File: src/rtl/branch_predictor_if.sv
`default_nettype none
// ============================================================================
// Interface : branch_predictor_if
// Purpose   : Fetch-side query and decode-side training bundle for the predictor.
// Revision  : 1.0 - initial release
// ============================================================================
interface branch_predictor_if;
  logic [31:0] if_pc;
  logic        pred_taken;
  logic [31:0] pred_target;
  logic        upd_valid;
  logic [31:0] upd_pc;
  logic [1:0]  upd_kind;
  logic        upd_taken;
  logic [31:0] upd_target;
  logic        upd_link;

  modport master (
    output if_pc, upd_valid, upd_pc, upd_kind, upd_taken, upd_target, upd_link,
    input  pred_taken, pred_target
  );

  modport slave (
    input  if_pc, upd_valid, upd_pc, upd_kind, upd_taken, upd_target, upd_link,
    output pred_taken, pred_target
  );
endinterface
`default_nettype wire

File: src/rtl/branch_predictor.sv
`default_nettype none
// ============================================================================
// Module   : branch_predictor
// Purpose  : Direct-mapped BTB with 2-bit counters plus a non-speculative
//            return address stack; predicts the next fetch PC.
// Revision : 1.0 - initial release
// ============================================================================
module branch_predictor #(
  parameter int INDEX_BITS = 6,
  parameter int TAG_WIDTH  = 8,
  parameter int RAS_DEPTH  = 4
) (
  input  logic              clk,
  input  logic              rst,
  branch_predictor_if.slave bp
);

  localparam int                     c_entries   = 1 << INDEX_BITS;
  localparam int                     c_ras_ptr_w = $clog2(RAS_DEPTH);
  localparam logic [c_ras_ptr_w:0]   c_ras_full  = (c_ras_ptr_w+1)'(RAS_DEPTH);
  localparam logic [c_ras_ptr_w-1:0] c_ptr_one   = c_ras_ptr_w'(1);
  localparam logic [c_ras_ptr_w:0]   c_cnt_one   = (c_ras_ptr_w+1)'(1);
  localparam logic [1:0]             c_kind_cond = 2'd0;
  localparam logic [1:0]             c_kind_ret  = 2'd3;

  // BTB storage: valid and counters are reset, payload fields are not
  logic [c_entries-1:0] r_valid;
  logic [1:0]           r_ctr    [c_entries];
  logic [TAG_WIDTH-1:0] r_tag    [c_entries];
  logic [1:0]           r_kind   [c_entries];
  logic [31:0]          r_target [c_entries];

  logic [31:0]            r_ras [RAS_DEPTH];
  logic [c_ras_ptr_w-1:0] r_ras_top;
  logic [c_ras_ptr_w:0]   r_ras_cnt;

  logic [INDEX_BITS-1:0]  w_lidx;
  logic [TAG_WIDTH-1:0]   w_ltag;
  logic                   w_lhit;
  logic                   w_ltaken;
  logic [31:0]            w_pred_target;
  logic                   w_ras_nonempty;

  logic [INDEX_BITS-1:0]  w_uidx;
  logic [TAG_WIDTH-1:0]   w_utag;
  logic                   w_uhit;
  logic                   w_alloc;
  logic                   w_entry_we;
  logic                   w_tgt_we;
  logic [1:0]             w_ctr_old;
  logic [1:0]             w_ctr_next;

  logic                   w_push;
  logic                   w_pop;
  logic [31:0]            w_link_addr;
  logic                   w_ras_we;
  logic [c_ras_ptr_w-1:0] w_ras_waddr;
  logic [c_ras_ptr_w-1:0] w_ras_top_next;
  logic [c_ras_ptr_w:0]   w_ras_cnt_next;

  // --------------------------------------------------------------------------
  // Lookup: purely from registered state, so same-cycle training is not seen
  // --------------------------------------------------------------------------
  assign w_lidx         = bp.if_pc[INDEX_BITS+1:2];
  assign w_ltag         = bp.if_pc[INDEX_BITS+2 +: TAG_WIDTH];
  assign w_lhit         = r_valid[w_lidx] && (r_tag[w_lidx] == w_ltag);
  assign w_ltaken       = w_lhit && ((r_kind[w_lidx] != c_kind_cond) || r_ctr[w_lidx][1]);
  assign w_ras_nonempty = (r_ras_cnt != '0);

  always_comb begin
    w_pred_target = bp.if_pc + 32'd4;
    if (w_ltaken) begin
      if ((r_kind[w_lidx] == c_kind_ret) && w_ras_nonempty) begin
        w_pred_target = r_ras[r_ras_top];
      end else begin
        w_pred_target = r_target[w_lidx];
      end
    end
  end

  assign bp.pred_taken  = w_ltaken;
  assign bp.pred_target = w_pred_target;

  // --------------------------------------------------------------------------
  // Training
  // --------------------------------------------------------------------------
  assign w_uidx     = bp.upd_pc[INDEX_BITS+1:2];
  assign w_utag     = bp.upd_pc[INDEX_BITS+2 +: TAG_WIDTH];
  assign w_uhit     = r_valid[w_uidx] && (r_tag[w_uidx] == w_utag);
  assign w_alloc    = !w_uhit && (bp.upd_taken || (bp.upd_kind != c_kind_cond));
  assign w_entry_we = bp.upd_valid && (w_uhit || w_alloc);
  // Not-taken conditional hits keep their old target
  assign w_tgt_we   = w_entry_we && (bp.upd_taken || (bp.upd_kind != c_kind_cond));
  assign w_ctr_old  = r_ctr[w_uidx];

  always_comb begin
    w_ctr_next = 2'b11;
    if (bp.upd_kind == c_kind_cond) begin
      if (w_alloc) begin
        w_ctr_next = 2'b10;
      end else if (bp.upd_taken) begin
        w_ctr_next = (w_ctr_old == 2'b11) ? 2'b11 : w_ctr_old + 2'b01;
      end else begin
        w_ctr_next = (w_ctr_old == 2'b00) ? 2'b00 : w_ctr_old - 2'b01;
      end
    end
  end

  assign w_push      = bp.upd_valid && bp.upd_link;
  assign w_pop       = bp.upd_valid && (bp.upd_kind == c_kind_ret);
  assign w_link_addr = bp.upd_pc + 32'd8;

  // Full stack pushes wrap onto the oldest slot; empty pops are dropped
  always_comb begin
    w_ras_we       = 1'b0;
    w_ras_waddr    = r_ras_top;
    w_ras_top_next = r_ras_top;
    w_ras_cnt_next = r_ras_cnt;
    if (w_push && w_pop) begin
      w_ras_we = 1'b1;
    end else if (w_push) begin
      w_ras_we       = 1'b1;
      w_ras_waddr    = r_ras_top + c_ptr_one;
      w_ras_top_next = r_ras_top + c_ptr_one;
      if (r_ras_cnt != c_ras_full) begin
        w_ras_cnt_next = r_ras_cnt + c_cnt_one;
      end
    end else if (w_pop && w_ras_nonempty) begin
      w_ras_top_next = r_ras_top - c_ptr_one;
      w_ras_cnt_next = r_ras_cnt - c_cnt_one;
    end
  end

  always_ff @(posedge clk or posedge rst) begin
    if (rst) begin
      r_valid <= '0;
      for (int i = 0; i < c_entries; i++) begin
        r_ctr[i] <= 2'b01;
      end
      r_ras_top <= '0;
      r_ras_cnt <= '0;
    end else begin
      if (w_entry_we) begin
        r_valid[w_uidx] <= 1'b1;
        r_ctr[w_uidx]   <= w_ctr_next;
      end
      r_ras_top <= w_ras_top_next;
      r_ras_cnt <= w_ras_cnt_next;
    end
  end

  // Payload writes during reset are harmless: valid and count are cleared
  always_ff @(posedge clk) begin
    if (w_entry_we) begin
      r_tag[w_uidx]  <= w_utag;
      r_kind[w_uidx] <= bp.upd_kind;
    end
    if (w_tgt_we) begin
      r_target[w_uidx] <= bp.upd_target;
    end
    if (w_ras_we) begin
      r_ras[w_ras_waddr] <= w_link_addr;
    end
  end

endmodule
`default_nettype wire
File: src/flat_wrapper.sv
// flat-port wrapper written by rule: the top's interface ports become plain ports
module branch_predictor_flat 
#(
  parameter int INDEX_BITS = 6,
  parameter int TAG_WIDTH  = 8,
  parameter int RAS_DEPTH  = 4
)
  (clk, rst, bp_if_pc, bp_upd_valid, bp_upd_pc, bp_upd_kind, bp_upd_taken, bp_upd_target, bp_upd_link, bp_pred_taken, bp_pred_target);
  branch_predictor_if bp_i ();
  input  logic clk;
  input  logic rst;
  input wire logic [$bits(bp_i.if_pc)-1:0] bp_if_pc;
  input wire logic [$bits(bp_i.upd_valid)-1:0] bp_upd_valid;
  input wire logic [$bits(bp_i.upd_pc)-1:0] bp_upd_pc;
  input wire logic [$bits(bp_i.upd_kind)-1:0] bp_upd_kind;
  input wire logic [$bits(bp_i.upd_taken)-1:0] bp_upd_taken;
  input wire logic [$bits(bp_i.upd_target)-1:0] bp_upd_target;
  input wire logic [$bits(bp_i.upd_link)-1:0] bp_upd_link;
  output wire logic [$bits(bp_i.pred_taken)-1:0] bp_pred_taken;
  output wire logic [$bits(bp_i.pred_target)-1:0] bp_pred_target;
  assign bp_i.if_pc = bp_if_pc;
  assign bp_i.upd_valid = bp_upd_valid;
  assign bp_i.upd_pc = bp_upd_pc;
  assign bp_i.upd_kind = bp_upd_kind;
  assign bp_i.upd_taken = bp_upd_taken;
  assign bp_i.upd_target = bp_upd_target;
  assign bp_i.upd_link = bp_upd_link;
  assign bp_pred_taken = bp_i.pred_taken;
  assign bp_pred_target = bp_i.pred_target;
  branch_predictor #(.INDEX_BITS(INDEX_BITS), .TAG_WIDTH(TAG_WIDTH), .RAS_DEPTH(RAS_DEPTH)) u_core (.clk(clk), .rst(rst), .bp(bp_i));
endmodule
File: config.mk
export PLATFORM = sky130hd
export DESIGN_NAME = branch_predictor_flat
export DESIGN_NICKNAME = d
export VERILOG_FILES = /design/src/rtl/branch_predictor_if.sv /design/src/rtl/branch_predictor.sv /design/src/flat_wrapper.sv
export SDC_FILE = /design/constraint.sdc
export NUM_CORES = 2
export LEC_CHECK = 0
export CAP_MARGIN = 20
export CORE_ASPECT_RATIO = 1.4
export CORE_MARGIN = 3
export CORE_UTILIZATION = 38
export DETAILED_ROUTE_END_ITERATION = 6
export PLACE_DENSITY = 0.59
export SYNTH_ARGS = -nofsm -noshare
export SYNTH_HDL_FRONTEND = slang
export SYNTH_SLANG_ARGS = --single-unit
export TNS_END_PERCENT = 1
File: constraint.sdc
create_clock -name clk -period 13.4 [get_ports clk]
set_input_delay 4.02 -clock clk [delete_from_list [all_inputs] [get_ports clk]]
set_output_delay 4.02 -clock clk [all_outputs]
set_load 0.03 [all_outputs]
Word level (Yosys, flattened, before mapping)
Memories as Yosys holds them, arrays and structs flattened.
Cells that the tools add are included.
{"block": "op_classes", "n_addsub": 8, "eq_ne": 7, "n_mux": 37, "bitwise": 4, "reduce_logical": 25, "magnitude_cmp": 6}
{"operator": "$bwmux W128", "count": 1}
{"operator": "$mux W32", "count": 2}
{"operator": "$or A64 B64 Y64", "count": 1}
{"operator": "$add A32 B3 Y32 const B", "count": 1}
{"operator": "$add A32 B4 Y32 const B", "count": 1}
{"operator": "$mux W2", "count": 14}
{"operator": "$bmux W2 S6", "count": 2}
{"operator": "$eq A8 B8 Y1", "count": 2}
{"operator": "$ge A7 B7 Y1 const B", "count": 2}
{"operator": "$lt A6 B7 Y1 const B", "count": 2}
{"operator": "$not A6 Y7", "count": 2}
{"operator": "$logic_and A1 B1 Y1", "count": 13}
{"operator": "$bmux W1 S6", "count": 2}
{"operator": "$demux W2 S6", "count": 1}
{"operator": "$mux W1", "count": 11}
{"operator": "$mux W3", "count": 3}
{"operator": "$lt A7 B1 Y1 const B", "count": 1}
{"operator": "$demux W1 S6", "count": 1}
{"operator": "$eq A2 B2 Y1 const B", "count": 3}
{"operator": "$ge A6 B1 Y1 const B", "count": 1}
{"operator": "$reduce_bool A2 Y1", "count": 3}
{"operator": "$add A2 B1 Y2 const B", "count": 2}
{"operator": "$logic_not A2 Y1", "count": 2}
{"operator": "$sub A2 B1 Y2 const B", "count": 2}
{"operator": "10 further kinds", "count": 12}
{"block": "word_totals", "reg_bits": 197, "memories": 4, "wordCells": 158, "out_inout_bits": 33, "mem_bits_rw": 2816}
{"name": "u_core.r_target", "depth": 64, "word_bits": 32, "rd": 1, "rd_clocked_by_memory_dff": 0, "wr": 1, "line": "branch_predictor.sv:31", "rtl": "logic [31:0] r_target [c_entries];"}
{"name": "u_core.r_tag", "depth": 64, "word_bits": 8, "rd": 2, "rd_clocked_by_memory_dff": 0, "wr": 1, "line": "branch_predictor.sv:29", "rtl": "logic [TAG_WIDTH-1:0] r_tag [c_entries];"}
{"name": "u_core.r_kind", "depth": 64, "word_bits": 2, "rd": 1, "rd_clocked_by_memory_dff": 0, "wr": 1, "line": "branch_predictor.sv:30", "rtl": "logic [1:0] r_kind [c_entries];"}
{"name": "u_core.r_ras", "depth": 4, "word_bits": 32, "rd": 1, "rd_clocked_by_memory_dff": 0, "wr": 1, "line": "branch_predictor.sv:33", "rtl": "logic [31:0] r_ras [RAS_DEPTH];"}

Depth between registers and ports, before layout
{"block": "logic_depth", "word_depth": 10, "ltp_mapped": 16, "ltp_nobuf": 9}

Worst setup path before layout
OpenSTA, ideal clock, no wires.
{"block": "synth_timing", "path_type": "input to output", "start": "in bp_if_pc[3]", "end": "out bp_pred_target[11]", "path_slack_ns": 1.722, "t_arrival_ns": 7.658, "path_stages": 13, "n_path_buf": 5, "t_required_ns": 9.380, "path_cell_list": "buf_2 > clkbuf_1 > clkbuf_1 > buf_1 > mux4_2 > mux4_2 > xnor2_1 > nand2_1 > o21ai_0 > a41oi_1 > nor3_4 > buf_4 > mux2i_1"}
{"block": "synth_via", "elab_chain_len": 7, "word_cells_on_any_way": 19, "cone_classes": "add/sub: 1; eq/ne: 2; mux: 7; bitwise: 1; reduce/logical: 5; memory: 3"}
{"item": "start: declaration", "line": "flat_wrapper.sv:12", "rtl": "input wire logic [$bits(bp_i.if_pc)-1:0] bp_if_pc;"}
{"item": "branches (longest 6 deep; another with $mem_v2 Z64 W8)"}
{"item": "$mux W32 *", "line": "branch_predictor.sv:72", "rtl": "if (w_ltaken) begin"}
{"item": "end: declaration", "line": "flat_wrapper.sv:20", "rtl": "output wire logic [$bits(bp_i.pred_target)-1:0] bp_pred_target;"}
Every way passes the cells marked *. The select of a mux whose other input is x is not followed.

Final worst setup path
{"block": "layout_timing", "start": "in bp_if_pc[2]", "end": "out bp_pred_taken"}
{"block": "layout_via", "elab_chain_len": 6, "word_cells_on_any_way": 13, "cone_classes": "eq/ne: 1; mux: 5; bitwise: 1; reduce/logical: 4; memory: 2"}
{"item": "branches (longest 5 deep; another with $mem_v2 Z64 W8)"}
{"item": "$logic_and A1 B1 Y1 *", "line": "branch_predictor.sv:67", "rtl": "assign w_ltaken = w_lhit && ((r_kind[w_lidx] != c_kind_cond) || r_ctr[w_lidx][1]);"}
{"item": "end: declaration", "line": "flat_wrapper.sv:19", "rtl": "output wire logic [$bits(bp_i.pred_taken)-1:0] bp_pred_taken;"}
Marks and branches as above.

==> key figures <==
Clocking
  • Worst-Skew Late Latency: 0.87 ns
  • # clock sinks: 3013
  • Num CTS Buffers: 306
  • Clock buffer depth: 4
  • H-Tree Depth: 5
  • CTS hold repair buffers: 0
  • Total setup buffers inserted after CTS: 0
  • Clock transition at path regs: 0.06 ns
  • Root Driver: clkbuf_16
  • Post-CTS Resized: 0
  • CTS tree: done

Logic synthesis
  • Top post-synthesis cells by area: edfxtp_1 (68%), mux4_2 (19%), dfrtp_1 (2.7%), mux2i_1 (1.6%), dfstp_2 (1.4%)
  • Average cell area after synthesis: 21.9 µm²
  • Compound-Gate Fraction of Synth Area: 1.20%
  • Simple-Gate Fraction of Synth Area: 2.11%
  • Top-area cell type share of the netlist area: 68.2%
  • Cells after Synth: 5659
  • Unique masters post-synth: 74
  • Largest family of logic cells by synthesized area: multiplexers
  • Post-synthesis mux area share: 22.2%
  • Synthesized Nets: 5768
  • EDFF count, synth: 2816
  • Synthesized flop and latch total: 3013
  • Post-synth top flop: edfxtp_1
  • Mapped Area: 0.124 mm²
  • Post-synth ARST share: 6.54%
  • Synth warn: 0
  • Post-Synth Adder-Cell Area: 0.0666%
  • Post-Synth XOR/XNOR Area: 0.558%
  • Post-synth top area cell: edfxtp_1
  • Register area share after synthesis: 72.3%

Final layout
  • Most frequent cells in the layout: edfxtp_1 (2816), mux4_2 (1062), clkbuf_16 (314)
  • Leading cell type in the layout, fill and taps excluded: edfxtp_1
  • Register area: 0.0896 mm²
  • Layout cell share with drive strength beyond 1: 33.2%
  • P&R area growth vs syn: 13.9%
  • Fillcell total: 27.4k
  • Area of the multi-input gates: 0.0330 mm²
  • # nets final: 6063

STA
  • Final Hold Viols: 0
  • Max_slew headroom: 22.3%
  • Achievable frequency: 78.2 MHz
  • Layout Skew: 0.0596 ns
  • Period utilization: 95.5%
  • RSZ-0062 raised after global routing: false
  • Final min period: 12.79 ns
  • Setup tns final: 0 ns
  • Slew Limit Fails: 0
  • Actual slew at the worst max-slew pin: 1.16 ns
  • Final setup fails: 0

Setup path
  • Worst setup EP type: output pin
  • Critical Path Start: bp_if_pc[2]
  • Worst Path Required: 9.38 ns
  • Crit path cell chain: buf_8 > buf_4 > buf_4 > mux4_2 > mux4_2 > mux2i_1 > xnor2_1 > nor3_1 > a41oi_1 > nor3_1 > buf_4 > clkdlybuf4s50_1
  • Max FO, Critical Path: 30
  • Critical path arrival: 8.77 ns
  • Cell repeated most along the worst path: buf_4
  • FF-to-FF path depth: 10
  • R2r setup slk: 7.83 ns
  • Slowest cell on the critical path: nor3_1
  • Critical Path Start Type: input pin
  • Critical path destination: bp_pred_taken
  • Worst reg2reg startpoint: u_core.r_tag[46][5]$_DFFE_PP_
  • Crit-path max cell delay: 0.75 ns
  • Worst reg2reg path endpoint: u_core.r_kind[5][0]$_DFFE_PP_
  • Setup CP Type: input pin to output pin

Floorplan
  • Io pins: 136
  • Die height: 682 µm
  • Num rows: 247
  • Chip width: 489 µm
  • Initial Util: 38.3%
  • Total die area: 0.333 mm²
  • Core Area: 0.324 mm²

Placed design
  • PortBufs: 135
  • Gp weighted congestion: 0.878
  • HPWL after detailed placement: 215000 µm

Detailed routing
  • Initial DRC count: 7903
  • DR vias/cell: 6.07
  • Total Wirelength: 376000 µm
  • TritonRoute pass-1 iters: 7
  • Drt drc: 0
  • Post-DRT Antenna Nets: 0
  • Via count: 63.4k
  • Wire per inst: 36.1 µm

Global routing
  • First-pass GRT wire length: 521000 µm
  • Global route overflow: 0
  • Overall Global Routing Usage: 22.4%
  • Vias in the first global route: 65.1k
  • Largest net degree at the start of global routing: 138
  • Antenna violations before repair: 33

Power
  • Lkg Pwr: 0.0450 µW
  • Pwr Density: 147 mW/mm²
  • Total power: 20700 µW
  • Peak supply drop: 0.0000941 V

Status
  • Status: completed

Hold path
  • Worst hold path type: register to register

Run
  • Max-Cap Viols: 0
-- metrics by stage --
| stage | cells | hold WS (ns) | util [%] | instance area, µm² | setup slack, ns |
|---|---|---|---|---|---|
| 4_1_cts | 10411 | 0.487 | 43.5 | 141000 | 0.575 |
| 3_3_place_gp | 9867 | 0.462 | 40.5 | 131000 | 0.571 |
| 5_1_grt | 10434 | 0.505 | 43.6 | 141000 | 0.505 |
| 3_5_place_dp | 9869 | 0.470 | 40.5 | 131000 | 0.621 |
| 6_report | 10436 | 0.488 | 43.6 | 141000 | 0.607 |
| 2_1_floorplan | 5659 | 0.446 | - | 124000 | 1.72 |
-- metal layers --
layer | track usage, % | vias to the layer above | share of wire, %
met1 | 28.4 | 34716 | 37
met4 | 10.9 | 12 | 5.7
met5 | 0 | - | 0.021
met3 | 3.50 | 840 | 7.3
met2 | 37.7 | 3165 | 50
li1 | - | 24618 | -
-- state kept, by name, indices dropped and copies added, names as in the netlist --
| register | flops |
|---|---|
| u_core.r_target | 2048 |
| u_core.r_tag | 512 |
| u_core.r_ctr | 128 |
| u_core.r_kind | 128 |
| u_core.r_ras | 128 |
| u_core.r_valid | 64 |
| u_core.r_ras_cnt | 3 |
| u_core.r_ras_top | 2 |
-- power breakdown --
part	internal (µW)	total [µW]	switching, µW	leakage [µW]
Clock	4750	8320	3570	0.00465
Sequential	10500	10600	97.0	0.0277
Combinational	745	1760	1020	0.0127
Total	16000	20700	4690	0.0450
-- cell type report --
class                   instances  share of cell area, %
diodes                         15                 0.0266
clock buffers                 395                   5.81
clock inverters               147                  0.946
inverters                      69                  0.189
multi-input cells            2226                   23.4
flip-flops and latches       3013                   63.5
well taps                    4233                   3.75
repair buffers                338                   2.42
-- worst max-delay path: cells and delay by family --
family	cells	cell delay, ns
compound gates	1	0.23
xor+xnor	1	0.13
buf+inv	5	1.83
mux	3	1.29
simple gates	2	1.23
-- worst min-delay path by stage --
stage / from / to / slack, ns / cells past startpoint
after global placement: u_core.r_valid[62]$_DFFE_PP0P_ / u_core.r_valid[62]$_DFFE_PP0P_ / 0.46 / 1
after floorplan: u_core.r_valid[10]$_DFFE_PP0P_ / u_core.r_valid[10]$_DFFE_PP0P_ / 0.45 / 1
final: u_core.r_valid[19]$_DFFE_PP0P_ / u_core.r_valid[19]$_DFFE_PP0P_ / 0.49 / 1
after CTS: u_core.r_valid[62]$_DFFE_PP0P_ / u_core.r_valid[62]$_DFFE_PP0P_ / 0.49 / 1
after detailed placement: u_core.r_valid[62]$_DFFE_PP0P_ / u_core.r_valid[62]$_DFFE_PP0P_ / 0.47 / 1
after global routing: u_core.r_valid[28]$_DFFE_PP0P_ / u_core.r_valid[28]$_DFFE_PP0P_ / 0.50 / 1
-- synthesized netlist by cell type (9+ instances only) --
| library cell | number |
|---|---|
| edfxtp_1 | 2816 |
| mux4_2 | 1062 |
| mux2i_1 | 201 |
| clkbuf_1 | 167 |
| dfrtp_1 | 133 |
| mux2_2 | 128 |
| buf_2 | 121 |
| nand2_1 | 115 |
| nor2_1 | 99 |
| a21oi_1 | 81 |
| nor3_1 | 76 |
| inv_1 | 68 |
| dfstp_2 | 64 |
| nand2b_1 | 63 |
| o22ai_1 | 50 |
| xnor2_1 | 43 |
| nand3_1 | 42 |
| xor2_1 | 36 |
| a22oi_1 | 29 |
| buf_1 | 28 |
| buf_4 | 21 |
| and3_1 | 19 |
| mux2_1 | 16 |
| o21ai_0 | 15 |
| buf_6 | 14 |
| nand4_1 | 13 |
| a211oi_1 | 10 |
| and2_1 | 9 |
-- cell families after synthesis --
kind of cell,Yosys count
buffers and inverters,420
xor gates and xnor gates,79
DFF,3013
AOI/OAI and AO/OA,230
adders and majority gates,6
muxes,1407
and+or+nand+nor,504
Power figures use the tool's default switching activity.
